`config.mk`:
```
export PLATFORM = sky130hd
export DESIGN_NAME = daq_readout_ctrl
export DESIGN_NICKNAME = d
export VERILOG_FILES = /design/src/rtl/daq_readout_ctrl.sv
export SDC_FILE = /design/constraint.sdc
export NUM_CORES = 1
export LEC_CHECK = 0
export BUFFER_PORTS_ARGS = -buffer_cell sky130_fd_sc_hd__clkbuf_2
export CORE_UTILIZATION = 50
export DETAILED_ROUTE_END_ITERATION = 12
export GPL_TIMING_DRIVEN = 0
export PLACE_DENSITY = 0.68
export SYNTH_ARGS = -nofsm -noshare
export SYNTH_HDL_FRONTEND = slang
export SYNTH_SLANG_ARGS = --single-unit
```
`constraint.sdc`:
```
create_clock -name clk -period 2.6 [get_ports clk]
set_input_delay 0.52 -clock clk [delete_from_list [all_inputs] [get_ports clk]]
set_output_delay 0.52 -clock clk [all_outputs]
set_load 0.005 [all_outputs]
```
`src/rtl/daq_readout_ctrl.sv`:
```
// -----------------------------------------------------------------------------
// daq_readout_ctrl
//
// Trigger-driven ADC capture and byte-serial readout.
//
// When idle and enabled, a trigger latches the capture settings. The block
// waits capture_delay cycles, then writes sample_len consecutive ADC samples
// into a local buffer. It then streams one packet over a valid/ready byte
// interface:
//   byte 0       : {strb, 1'b0, pulse_ctr[5:0]}
//   per sample i : {4'h0, d[11:8]}, then d[7:0]   (sample 0 first)
// A trigger that arrives while busy is dropped and sets a sticky overrun flag.
//
// Ports
//   clk            in   single clock, all registers on posedge
//   rst_b          in   asynchronous active-low reset
//   run            in   enable; low aborts capture or ends readout early
//   trig_out       in   one-cycle trigger pulse
//   trig_strb      in   marks a real-data trigger (coincident with trig_out)
//   pulse_ctr[5:0] in   pulse count, copied into the header byte
//   capture_delay  in   cycles from trigger to first sample
//   sample_len     in   samples per capture (values above DEPTH clamp)
//   adc_data       in   sample bus, sampled every cycle
//   ovr_clr        in   clears overrun (a simultaneous set wins)
//   trig_rdy       out  registered, high exactly while idle
//   tx_data[7:0]   out  readout byte
//   tx_valid       out  tx_data valid
//   tx_ready       in   sink accepts the byte this cycle
//   overrun        out  sticky: trigger seen while busy
// -----------------------------------------------------------------------------
module daq_readout_ctrl #(
  parameter int DATA_W = 12,   // byte packing below assumes exactly 12
  parameter int DEPTH  = 64
) (
  input  logic              clk,
  input  logic              rst_b,
  input  logic              run,
  input  logic              trig_out,
  input  logic              trig_strb,
  input  logic [5:0]        pulse_ctr,
  input  logic [7:0]        capture_delay,
  input  logic [6:0]        sample_len,
  input  logic [DATA_W-1:0] adc_data,
  input  logic              ovr_clr,
  output logic              trig_rdy,
  output logic [7:0]        tx_data,
  output logic              tx_valid,
  input  logic              tx_ready,
  output logic              overrun
);

  localparam int         ADDR_W  = $clog2(DEPTH);
  localparam logic [6:0] MAX_LEN = 7'(DEPTH);

  typedef enum logic [2:0] {
    IDLE,
    DELAY,
    CAPTURE,
    HEADER,
    DRAIN
  } state_t;

  state_t            state;
  logic [7:0]        dly_cnt;     // remaining delay cycles
  logic [6:0]        len_q;       // clamped sample count for this capture
  logic [6:0]        wr_idx;      // capture write index
  logic [6:0]        rd_idx;      // next sample to be read for readout
  logic [7:0]        byte_cnt;    // bytes already transferred in this packet
  logic [5:0]        pulse_q;
  logic              strb_q;
  logic [7:0]        lo_hold;     // low byte of the sample whose high byte is out

  logic [DATA_W-1:0] mem [DEPTH];
  logic [DATA_W-1:0] rd_q;        // prefetched sample at rd_idx

  logic [6:0]        len_clamped;
  logic [7:0]        last_byte;
  logic              xfer;
  logic              wr_en;
  logic [ADDR_W-1:0] wr_addr;
  logic [ADDR_W-1:0] rd_addr;

  assign len_clamped = (sample_len > MAX_LEN) ? MAX_LEN : sample_len;
  // Byte indices run 0 (header) .. 2*len, so the last index is 2*len.
  assign last_byte   = {len_q, 1'b0};
  assign xfer        = tx_valid & tx_ready;
  assign wr_en       = (state == CAPTURE) & run;
  assign wr_addr     = wr_idx[ADDR_W-1:0];
  // rd_idx steps one past the final sample after its high byte goes out; the
  // wrapped address reads a don't-care value that is never sent.
  assign rd_addr     = rd_idx[ADDR_W-1:0];

  // ---------------------------------------------------------------------------
  // Capture buffer
  // ---------------------------------------------------------------------------
  // NOTE: the sample array has no reset branch; resetting a memory turns it
  // into a huge register file and blocks RAM inference, and the contents are
  // always rewritten before they are read.
  always_ff @(posedge clk) begin
    if (wr_en) begin
      mem[wr_addr] <= adc_data;
    end
  end

  // Synchronous read, re-issued every cycle so the next sample is already
  // waiting when the previous sample's low byte is loaded. The write bypass
  // covers a one-sample capture, where sample 0 is written on the very edge
  // that enters HEADER.
  always_ff @(posedge clk or negedge rst_b) begin
    if (!rst_b) begin
      rd_q <= '0;
    end else if (wr_en && (wr_addr == rd_addr)) begin
      rd_q <= adc_data;
    end else begin
      rd_q <= mem[rd_addr];
    end
  end

  // ---------------------------------------------------------------------------
  // Control FSM with registered outputs
  // ---------------------------------------------------------------------------
  // NOTE: every assignment here is non-blocking, so all right-hand sides see
  // the pre-edge values regardless of statement order; mixing in blocking
  // assignments would make the result depend on that order.
  always_ff @(posedge clk or negedge rst_b) begin
    if (!rst_b) begin
      state    <= IDLE;
      trig_rdy <= 1'b1;
      tx_valid <= 1'b0;
      tx_data  <= '0;
      overrun  <= 1'b0;
      dly_cnt  <= '0;
      len_q    <= '0;
      wr_idx   <= '0;
      rd_idx   <= '0;
      byte_cnt <= '0;
      pulse_q  <= '0;
      strb_q   <= 1'b0;
      lo_hold  <= '0;
    end else begin
      // Set is tested first so a coincident clear loses.
      if (trig_out && (state != IDLE)) begin
        overrun <= 1'b1;
      end else if (ovr_clr) begin
        overrun <= 1'b0;
      end

      unique case (state)
        IDLE: begin
          if (run && trig_out) begin
            dly_cnt  <= capture_delay;
            len_q    <= len_clamped;
            pulse_q  <= pulse_ctr;
            strb_q   <= trig_strb;
            wr_idx   <= '0;
            rd_idx   <= '0;
            byte_cnt <= '0;
            trig_rdy <= 1'b0;
            if (capture_delay != 8'd0) begin
              state <= DELAY;
            end else if (len_clamped == 7'd0) begin
              state    <= HEADER;
              tx_valid <= 1'b1;
              tx_data  <= {trig_strb, 1'b0, pulse_ctr};
            end else begin
              state <= CAPTURE;
            end
          end
        end

        DELAY: begin
          if (!run) begin
            state    <= IDLE;
            trig_rdy <= 1'b1;
          end else if (dly_cnt == 8'd1) begin
            if (len_q == 7'd0) begin
              state    <= HEADER;
              tx_valid <= 1'b1;
              tx_data  <= {strb_q, 1'b0, pulse_q};
            end else begin
              state <= CAPTURE;
            end
          end else begin
            dly_cnt <= dly_cnt - 8'd1;
          end
        end

        CAPTURE: begin
          if (!run) begin
            state    <= IDLE;
            trig_rdy <= 1'b1;
          end else if (wr_idx == (len_q - 7'd1)) begin
            state    <= HEADER;
            tx_valid <= 1'b1;
            tx_data  <= {strb_q, 1'b0, pulse_q};
          end else begin
            wr_idx <= wr_idx + 7'd1;
          end
        end

        HEADER, DRAIN: begin
          if (!tx_valid) begin
            if (!run) begin
              state    <= IDLE;
              trig_rdy <= 1'b1;
            end
          end else if (xfer) begin
            byte_cnt <= byte_cnt + 8'd1;
            if (!run || (byte_cnt == last_byte)) begin
              // Either the packet is complete or readout was disabled; the
              // byte just accepted is the last one.
              state    <= IDLE;
              trig_rdy <= 1'b1;
              tx_valid <= 1'b0;
            end else begin
              state <= DRAIN;
              if (!byte_cnt[0]) begin
                // Next byte index is odd: high nibble of the prefetched sample.
                tx_data <= {4'h0, rd_q[11:8]};
                lo_hold <= rd_q[7:0];
                rd_idx  <= rd_idx + 7'd1;
              end else begin
                tx_data <= lo_hold;
              end
            end
          end
        end

        default: begin
          state    <= IDLE;
          trig_rdy <= 1'b1;
          tx_valid <= 1'b0;
        end
      endcase
    end
  end

endmodule

```
==> flow_summary_export.csv, run 1 <==
group,metric,value,unit
job,drv_cap,0,
setup_path,arrival,3.26,ns
yosys,synth_warnings,0,
setup_path,path_delay_family,"multiplexers",
yosys,synth_top_area_share,67.96,%
power,combPwrFrac,27.9,%
sta,maxSlewHeadroom,8.138,%
yosys,syn_area_per_cell,19.37,um2
power,p_per_area,922.2,mW/mm2
drt,routedWlPerCell,30.58,um
clock_network,cts_tree,"built",
setup_path,crit_path_start_kind,"flip-flop",
floorplan,die_w,262.5,um
cells_and_area,fin_cells,2959,
floorplan,die_h,262.5,um
setup_path,r2r_slack,-0.20,ns
power,p_sw_share,29.16,%
power,p_int,26.89,mW
sta,setup_viol,24,
yosys,synth_most_common_cell,"edfxtp_1",
grt,antenna_found_initial,3,
yosys,synth_edf_count,768,
placement,dp_slack,-1.110,ns
outcome,violations,"negative setup slack",
sta,final-hold-violation-count,0,
grt,grt_max_degree,67,
outcome,status,"finished, violations left",
drt,ant_nets,0,
cells_and_area,post-route-util,61.29,%
yosys,ys_seq_elements,845,
min_path,hold_end,"overrun",
setup_path,reg2reg_from,"rd_idx[0]",
placement,place_congestion,0.9119,
setup_path,cp_slowest_cell,"mux4_2",
setup_path,cpPeakStageDelay,0.57,ns
sta,tightest_slew,1.378,ns
yosys,syn_inst,1752,
setup_path,reg2reg_depth,9,
grt,grt_pass1_wl,124000,um
sta,fin_skew,0.03025,ns
setup_path,worstPathMaxFanout,8,
sta,max_freq,357.8,MHz
sta,period_share,107.5,%
clock_network,ctsHtreeMaxLevel,3,
power,seqPwrFrac,41.4,%
drt,drtIter0Drc,2926,
sta,final.setup.worst_slack,-0.1952,ns
min_path,min_path_cells,2,
grt,overflow,0,
setup_path,path_class,"reg -> reg",
power,finalPower,37.96,mW
yosys,synthTopCellsByArea,"edfxtp_1 (68%), mux4_2 (14%), dfrtp_1 (5.6%)",
setup_path,path_cells,"buf_8 -> buf_6 -> buf_12 -> buf_8 -> buf_12 -> mux4_2 -> mux4_2 -> mux2i_1 -> o211ai_1",
clock_network,clockBufferDepth,3,
power,switchingPower,11.07,mW
clock_network,clock-sinks,845,
cells_and_area,syn_to_final_growth,21.29,%
power,p_leak,13.52,nW
yosys,synth_cell_type_count,70,
floorplan,pin_count,51,
drt,via_per_inst,6.377,
power,ir_drop,0.4904,mV
grt,grt_usage,25.00,%
floorplan,rows,95,
sta,min_period,2.795,ns
floorplan,die_area,0.06892,mm2
placement,hpwlAfterDp,52320,um
placement,portBuffers,50,
drt,drc_errors,0,
sta,grt_setup_unrepaired,"true",
drt,drtPass1Iterations,5,
clock_network,cts_buffers,83,
drt,wl,90470,um
grt,grt_pass1_vias,18260,
setup_path,timing.rr.end,"rd_q[6]",
min_path,hp-class,"in -> reg",
yosys,yosys-top-cells-count,"edfxtp_1 (768), mux4_2 (216), nand2_1 (119), nor2_1 (111), dfrtp_1 (76)",
yosys,ys.flop_type,"edfxtp_1",
setup_path,cp.required,3.07,ns
floorplan,core,0.06716,mm2
cells_and_area,diodes,0,
setup_path,worstSetupEndpointType,"flip-flop",
clock_network,root_buffer,"clkbuf_16",
cells_and_area,final_net_count,2067,
yosys,synth_largest_area_cell,"edfxtp_1",
yosys,syn_nets,1799,
yosys,async_flop_share,9.112,%
clock_network,clk_pin_slew,0.06,ns
drt,via_count,18870,
placement,dp.cells,2678,
clock_network,clkLatencyLatePin,0.65,ns
sta,finalMaxSlewViolations,0,
yosys,synth_area,0.03394,mm2
min_path,min_from,"ovr_clr",
yosys,synth-seq-area-share,73.64,%
floorplan,start_util,50.53,%
power,clockPowerShare,30.8,%
cells_and_area,drive_gt1_share,35.52,%
setup_path,critical_path_buf_inv_count,5,
cells_and_area,fillerInstances,4447,
[how the worst max path moves through the flow]
stage | end | startpoint | cells after the start | slack [ns]
2_1_floorplan | tx_data[0] | len_q[0] | 8 | 0.16
3_3_place_gp | rd_q[0] | rd_idx[1] | 8 | -1.09
3_5_place_dp | rd_q[6] | rd_idx[1] | 9 | -1.11
4_1_cts | mem[39][2] | state[2] | 5 | -0.61
5_1_grt | rd_q[8] | rd_idx[4] | 6 | -0.20
6_report | rd_q[6] | rd_idx[0] | 9 | -0.20
[metal layers]
| layer | up-vias | share of wire (%) | GRT usage [%] |
|---|---|---|---|
| met2 | 1239 | 47 | 38.58 |
| met4 | 2 | 3.7 | 9.459 |
| met3 | 201 | 11 | 4.807 |
| li1 | 7655 | - | - |
| met5 | - | 0.014 | 0 |
| met1 | 9772 | 38 | 35.68 |
[timing repair]
item                       CTS  global route
pin swaps                   38            49
hold endpoints to repair    11             0
setup endpoints to repair  797           727
gates resized for setup    247           100
hold buffers                 1             0
setup buffers               57            61
gates cloned                 0             4
[cell families (layout without fill, tap and decap cells)]
kind of cell    after synthesis  in the layout  share of synthesized area [%]
compound gates              143            143                          2.773
xor+xnor                     32             32                         0.8259
fa+ha+maj                     7              7                         0.2581
simple gates                333            333                          4.561
buf+inv                     111            445                          1.593
flops                       845            845                          73.64
mux                         281            281                          16.35
[layout by cell type (no fill, tap or decap), types with 37 or more instances in the layout]
cell / count
edfxtp_1: 768
nor2_1: 45
a21oi_1: 37
nand2_1: 107
nor2_4: 65
clkbuf_16: 88
mux4_2: 216
buf_12: 84
clkbuf_1: 52
buf_4: 63
dfrtp_1: 74
clkbuf_2: 47
[registers in the layout, summed over array words and instances (netlist names), 3 cells and up]
name,flops
mem,768
lo_hold,8
state,3
dly_cnt,8
wr_idx,7
tx_data,8
byte_cnt,8
len_q,7
rd_idx,6
pulse_q,6
rd_q,12
[power groups by stage]
| stage | registers [mW] | clock network [mW] | logic (mW) |
|---|---|---|---|
| after floorplan | 15.9 | 0 | 5.81 |
| after global placement | 15.9 | 0 | 8.46 |
| after detailed placement | 16.0 | 0 | 8.61 |
| after CTS | 15.7 | 11.7 | 9.51 |
| after global routing | 15.7 | 12.3 | 11.1 |
| final | 15.7 | 11.7 | 10.6 |
[stage by stage]
stage | hold WS, ns | setup TNS [ns] | instance area, um2
global route | 0.1178 | -2.296 | 41160
detailed placement | 0.4107 | -513.28 | 35370
finish | 0.09860 | -2.149 | 41160
floorplan | 0.2244 | 0 | 33940
global placement | 0.4605 | -544.90 | 35280
CTS | 0.07592 | -115.65 | 39600
[cell type report]
type	instances	area, um2	area share (%)
Multi-Input combinational cell	796	9301	22.60
Tap cell	873	1092	2.654
Inverter	18	72.57	0.1763
Buffer	91	893.4	2.170
Clock buffer	119	2263	5.499
Sequential cell	845	24990	60.72
Clock inverter	32	330.3	0.8025
Timing Repair Buffer	185	2216	5.383
Note: power is estimated with default switching activity, not from simulation.
==> run 2, diff against run 1 <==
--- a/config.mk
+++ b/config.mk
@@ -6,10 +6,12 @@
 export NUM_CORES = 1
 export LEC_CHECK = 0
 export BUFFER_PORTS_ARGS = -buffer_cell sky130_fd_sc_hd__clkbuf_2
+export CELL_PAD_IN_SITES_DETAIL_PLACEMENT = 1
+export CELL_PAD_IN_SITES_GLOBAL_PLACEMENT = 1
 export CORE_UTILIZATION = 50
 export DETAILED_ROUTE_END_ITERATION = 12
 export GPL_TIMING_DRIVEN = 0
-export PLACE_DENSITY = 0.68
+export PLACE_DENSITY_LB_ADDON = 0.1
 export SYNTH_ARGS = -nofsm -noshare
 export SYNTH_HDL_FRONTEND = slang
 export SYNTH_SLANG_ARGS = --single-unit
==> constraint.sdc (replaced) <==
create_clock -name clk -period 2.4 [get_ports clk]
set_input_delay 0.48 -clock clk [delete_from_list [all_inputs] [get_ports clk]]
set_output_delay 0.48 -clock clk [all_outputs]
set_load 0.005 [all_outputs]
==> run 2 against run 1 <==
Effect of this change:
- the run still ends with negative setup slack left
- die area stayed put
- register-to-register slack worse by 0.23 ns
- clock skew hardly changed
- combinational power is 10% higher
- critical path depth stayed put
- worst hold slack worse by 0.064 ns
- non-clock buffer count is 11 higher
- global-route usage is 3.7 points higher
- core utilization is 0.73 points higher
- via count is 0.48% lower
- sequential share of layout area is 0.72 points lower
- count of clock-buffer cells in the layout is 8 lower
- critical path type unchanged
==> flow_summary_export.csv, run 2 (synthesis gave the netlist of run 1 again) <==
group,metric,value,unit
grt,grt_pass1_vias,19650,
outcome,status,"finished, violations left",
drt,drtPass1Iterations,5,
sta,period_share,117.6,%
floorplan,core,0.06716,mm2
grt,grt_usage,28.68,%
drt,wl,97160,um
drt,via_count,18780,
sta,fin_skew,0.02981,ns
clock_network,cts_tree,"built",
cells_and_area,mostFrequentLayoutCells,"edfxtp_1 (768), mux4_2 (216), nand2_1 (109), clkbuf_16 (92), buf_4 (80)",
sta,grt_setup_unrepaired,"true",
sta,maxSlewHeadroom,4.722,%
min_path,hp-class,"in -> reg",
placement,hpwlAfterDp,58720,um
floorplan,start_util,50.53,%
sta,min_period,2.822,ns
floorplan,die_w,262.5,um
sta,final-hold-violation-count,0,
sta,max_freq,354.4,MHz
cells_and_area,reg.largest.list,"mem x768, rd_q x12",
floorplan,rows,95,
drt,drtIter0Drc,2366,
grt,antenna_found_initial,1,
cells_and_area,fin_cells,2980,
grt,grt_pass1_wl,140400,um
setup_path,path_class,"reg -> reg",
placement,portBuffers,50,
drt,routedWlPerCell,32.60,um
clock_network,clk_pin_slew,0.06,ns
power,p_per_area,1011,mW/mm2
clock_network,root_buffer,"clkbuf_16",
placement,dp.cells,2687,
clock_network,clockBufferDepth,3,
grt,overflow,0,
setup_path,arrival,3.34,ns
cells_and_area,diodes,0,
placement,place_congestion,0.8601,
job,drv_cap,0,
drt,via_per_inst,6.302,
placement,dp_slack,-1.452,ns
cells_and_area,drive_gt1_share,37.40,%
floorplan,pin_count,51,
outcome,violations,"negative setup slack",
setup_path,worstPathMaxFanout,7,
drt,drc_errors,0,
cells_and_area,final_net_count,2083,
cells_and_area,fillerInstances,5688,
drt,ant_nets,0,
cells_and_area,largest_reg_flops,768,
clock_network,cts_buffers,88,
setup_path,crit_path_start_kind,"flip-flop",
clock_network,clock-sinks,845,
setup_path,worstSetupEndpointType,"flip-flop",
grt,grt_max_degree,66,
clock_network,ctsHtreeMaxLevel,3,
cells_and_area,final_common_cell,"edfxtp_1",
sta,final.setup.worst_slack,-0.4215,ns
power,p_leak,13.78,nW
sta,tightest_slew,1.429,ns
sta,finalMaxSlewViolations,0,
sta,setup_viol,19,
floorplan,die_area,0.06892,mm2
sta,tns,-4.805,ns
cells_and_area,regMostFlops,"mem",
clock_network,clkLatencyLatePin,0.65,ns
setup_path,cp.required,2.92,ns
floorplan,die_h,262.5,um
sta,hold_slack,0.03480,ns
cells_and_area,syn_to_final_growth,22.74,%
power,ir_drop,0.6935,mV
## run 2: cell types whose count changed in the layout (fill, tap and decap cells not counted), sizes merged
| cell | change |
|---|---|
| bufinv | +1 |
| clkbuf | -13 |
| buf | +16 |
| inv | -2 |
| clkinv | +20 |
| clkinvlp | -1 |
## run 2: critical path, cell delays in order (launching register included)
cell and delay (ns):
dfrtp_1 0.40, buf_12 0.19, buf_16 0.17, buf_16 0.17, buf_12 0.11, mux4_2 0.50, mux4_2 0.54, mux2i_4 0.26
o21ai_2 0.10, a31o_2 0.23
## run 2: per-layer routing
metal / wire length (um) / global-route usage (%)
met3: 7302 / 4.638
met4: 3046 / 9.030
met2: 47280 / 46.35
met1: 39520 / 40.40
met5: 13 / 0
## run 2: metrics by stage
| step | instance area, um2 | utilization (%) | total power, mW |
|---|---|---|---|
| finish | 41650 | 62.02 | 42.10 |
| global route | 41650 | 62.02 | 43.42 |
| CTS | 40890 | 60.88 | 41.46 |
| detailed placement | 35510 | 52.87 | 26.95 |
| global placement | 35300 | 52.56 | 26.76 |
| floorplan | 33960 | - | 23.53 |
## run 2: cell type report
cell class	count	area [um2]	share of cell area [%]
Tap cell	873	1092	2.622
Multi-Input combinational cell	796	9443	22.67
Clock inverter	50	446.7	1.072
Buffer	89	919.6	2.208
Sequential cell	845	24990	60.00
Clock buffer	111	2370	5.689
Inverter	18	72.57	0.1742
Timing Repair Buffer	198	2317	5.563
## run 2: repair_timing
action | in CTS | in global routing
endpoints found under the setup margin | 817 | 422
gates cloned | 0 | 3
resized for setup | 321 | 70
endpoints found under the hold margin | 19 | 0
pin swaps | 68 | 25
buffers inserted | 98 | 27
hold buffers | 1 | 0
## run 2: path summary, 6_finish.rpt
path	startpoint	to	slack, ns	cells after the start
max	rd_idx[0]	rd_q[2]	-0.42	9
min	ovr_clr	overrun	0.03	2
max reg2reg	rd_idx[0]	rd_q[2]	-0.42	9
min reg2reg	pulse_q[2]	pulse_q[2]	0.48	2
max in group asynchronous	rst_b	trig_rdy	1.46	3
min in group asynchronous	rst_b	wr_idx[5]	0.29	2
## run 2: power by group
group | switching (mW) | internal [mW] | leakage (nW)
sequential | 0.395 | 16.6 | 7.87
clock | 5.75 | 7.66 | 1.38
combinational | 6.29 | 5.37 | 4.53
==> run 3, diff against run 2 <==
--- a/config.mk
+++ b/config.mk
@@ -5,12 +5,14 @@
 export SDC_FILE = /design/constraint.sdc
 export NUM_CORES = 1
 export LEC_CHECK = 0
+export ABC_AREA = 1
 export BUFFER_PORTS_ARGS = -buffer_cell sky130_fd_sc_hd__clkbuf_2
 export CELL_PAD_IN_SITES_DETAIL_PLACEMENT = 1
 export CELL_PAD_IN_SITES_GLOBAL_PLACEMENT = 1
-export CORE_UTILIZATION = 50
+export CORE_UTILIZATION = 46
 export DETAILED_ROUTE_END_ITERATION = 12
 export GPL_TIMING_DRIVEN = 0
+export MAX_ROUTING_LAYER = met4
 export PLACE_DENSITY_LB_ADDON = 0.1
 export SYNTH_ARGS = -nofsm -noshare
 export SYNTH_HDL_FRONTEND = slang
==> constraint.sdc (replaced) <==
create_clock -name clk -period 2.5 [get_ports clk]
set_input_delay 0.5 -clock clk [delete_from_list [all_inputs] [get_ports clk]]
set_output_delay 0.5 -clock clk [all_outputs]
set_load 0.005 [all_outputs]
==> run 3 against run 2 <==
Effect of this change:
- the flow still finishes with violations (negative setup slack)
- flip-flop and latch count unchanged
- register-to-register slack improved by 0.38 ns
- final area grew 4.8%
- via count rose by 52%
- critical path type unchanged
==> flow_summary_export.csv, run 3 <==
group,metric,value,unit
yosys,synth_top_area_share,63.04,%
floorplan,pin_count,51,
yosys,synth_edf_count,768,
yosys,synth-seq-area-share,68.31,%
placement,place_congestion,0.9447,
grt,grt_pass1_wl,199800,um
outcome,status,"finished, violations left",
setup_path,cp.required,3.03,ns
clock_network,clkLatencyLatePin,0.67,ns
drt,drtPass1Iterations,7,
floorplan,start_util,46.38,%
grt,use_met3,5.177,%
sta,tightest_slew,1.044,ns
cells_and_area,final_design_area_no_fill,0.04367,mm2
cells_and_area,mostFrequentLayoutCells,"nand2_1 (1105), edfxtp_1 (768), nand3_1 (432), inv_1 (307), nor2_1 (263)",
floorplan,rows,103,
sta,finalMaxSlewViolations,0,
clock_network,clockBufferDepth,3,
sta,hold_slack,0.05974,ns
yosys,synth_largest_area_cell,"edfxtp_1",
setup_path,worstSetupEndpointType,"flip-flop",
yosys,synth_fa_ha_area_share,0.2394,%
yosys,muxShareOfSynthArea,0,%
cells_and_area,reg.largest.list,"mem x768, rd_q x12",
yosys,yosys.area_share.xor_xnor,0.4070,%
sta,fin_skew,0.02823,ns
outcome,violations,"negative setup slack",
cells_and_area,largest_reg_flops,768,
drt,wl,140700,um
yosys,synthTopCellsByArea,"edfxtp_1 (63%), nand2_1 (11%), nand3_1 (6.4%)",
drt,via_per_inst,5.824,
min_path,hp-class,"in -> reg",
placement,portBuffers,49,
yosys,synth_warnings,0,
cells_and_area,drive_gt1_share,15.71,%
yosys,synth_area,0.03658,mm2
setup_path,crit_path_start_kind,"flip-flop",
power,ir_drop,0.6942,mV
grt,top_usage_layer,"met2",
drt,ant_nets,0,
floorplan,die_w,284.0,um
floorplan,die_h,284.0,um
sta,max_freq,393.7,MHz
cells_and_area,post-route-util,55.37,%
cells_and_area,seq_area,0.02499,mm2
setup_path,worstPathMaxFanout,10,
clock_network,cts_buffers,90,
drt,drtIter0Drc,3202,
yosys,synth_most_common_cell,"nand2_1",
sta,maxSlewHeadroom,30.43,%
job,drv_cap,0,
cells_and_area,fillerInstances,8460,
cells_and_area,final_net_count,3838,
clock_network,clk_pin_slew,0.06,ns
yosys,ys.flop_type,"edfxtp_1",
yosys,synth_top_family_by_area,"simple AND/OR/NAND/NOR gates",
clock_network,cts_tree,"built",
yosys,syn_area_per_cell,10.28,um2
placement,hpwlAfterDp,95370,um
cells_and_area,multi_input_comb_area,0.01045,mm2
sta,setup_viol,17,
yosys,ys_seq_elements,845,
grt,grt_usage,35.68,%
cells_and_area,diodes,0,
grt,grt_pass1_vias,28940,
floorplan,die_area,0.08066,mm2
power,p_per_area,932.7,mW/mm2
sta,final-hold-violation-count,0,
clock_network,ctsHtreeMaxLevel,3,
grt,use_met2,55.11,%
clock_network,clock-sinks,845,
sta,min_period,2.540,ns
drt,drc_errors,0,
power,p_leak,17.26,nW
grt,grt_max_degree,66,
grt,grtUsageMet1,46.91,%
sta,period_share,101.6,%
floorplan,core,0.07887,mm2
yosys,synth-compound-area-share,2.794,%
yosys,async_flop_share,9.112,%
cells_and_area,final_common_cell,"nand2_1",
yosys,yosys.area_share.simple,22.83,%
yosys,syn_nets,3605,
setup_path,path_class,"reg -> reg",
cells_and_area,regMostFlops,"mem",
grt,overflow,0,
yosys,synth_cell_type_count,42,
yosys,yosys-top-cells-count,"nand2_1 (1107), edfxtp_1 (768), nand3_1 (466), nor2_1 (354), inv_1 (307)",
drt,via_count,28620,
cells_and_area,syn_to_final_growth,19.37,%
placement,dpl_cell_area,0.03897,mm2
setup_path,arrival,3.07,ns
sta,grt_setup_unrepaired,"true",
grt,antenna_found_initial,1,
yosys,syn_inst,3558,
sta,final.setup.worst_slack,-0.03996,ns
drt,routedWlPerCell,28.63,um
clock_network,root_buffer,"clkbuf_16",
==> run 3: timing repair <==
item	4_1_cts	5_1_grt
hold buffers	1	0
gates cloned	0	0
setup buffers	51	0
setup endpoints to repair	780	184
pin swaps	31	4
gates resized for setup	223	118
hold endpoints to repair	20	0
==> run 3: path summary, 6_finish.rpt <==
kind | slack, ns | cells past startpoint | to | start
min in group asynchronous | 0.33 | 2 | rd_idx[4] | rst_b
worst max-delay path | -0.04 | 11 | rd_q[4] | rd_idx[0]
worst max register to register | -0.04 | 11 | rd_q[4] | rd_idx[0]
worst min register to register | 0.47 | 2 | tx_data[7] | tx_data[7]
worst min-delay path | 0.06 | 2 | overrun | ovr_clr
max in group asynchronous | 1.50 | 3 | trig_rdy | rst_b
==> run 3: cell type report <==
type	instances	area share [%]
Buffer	178	2.432
Clock buffer	116	5.426
Clock inverter	49	1.395
Inverter	315	2.713
Multi-Input combinational cell	2220	23.94
Sequential cell	845	57.23
Tap cell	1050	3.008
Timing Repair Buffer	141	3.862
==> run 3: worst max-delay path, stage by stage, from the launching register on <==
cell     delay, ns
dfrtp_2       0.44
buf_4         0.31
buf_2         0.43
nand2_1       0.12
nand3_1       0.13
a21oi_2       0.10
nor2_1        0.40
nand2_1       0.10
nand3_1       0.09
nand2_1       0.11
nand2_1       0.10
nand2_1       0.06
==> run 3: cells by family after synthesis <==
logic type      after synthesis
simple gates               2005
flops                       845
buf+inv                     493
compound gates              191
xor+xnor                     17
fa+ha+maj                     7
==> run 3: per-layer routing <==
layer  wire (um)  up-vias
li1            -    12360
met1       56550    14460
met2       64820     1463
met3       12120      343
met4        7185        0
met5           0        -
==> run 3: stage by stage <==
step / setup slack, ns / total power, mW / setup TNS, ns / cells
final: -0.03996 / 40.73 / -0.3051 / 4914
after global routing: -0.04880 / 42.17 / -0.3833 / 4914
after CTS: 0.001270 / 40.43 / 0 / 4914
after detailed placement: -1.486 / 26.59 / -732.40 / 4697
after global placement: -1.710 / 26.20 / -983.40 / 4657
after floorplan: 0.1504 / 22.41 / 0 / 3558
==> run 3: power breakdown <==
| part | total, mW | switching, mW | internal (mW) | leakage (nW) |
|---|---|---|---|---|
| Clock | 13.7 | 5.74 | 7.97 | 1.45 |
| Sequential | 16.3 | 0.356 | 15.9 | 7.88 |
| Combinational | 10.8 | 7.84 | 2.93 | 7.93 |
| Total | 40.7 | 13.9 | 26.8 | 17.3 |
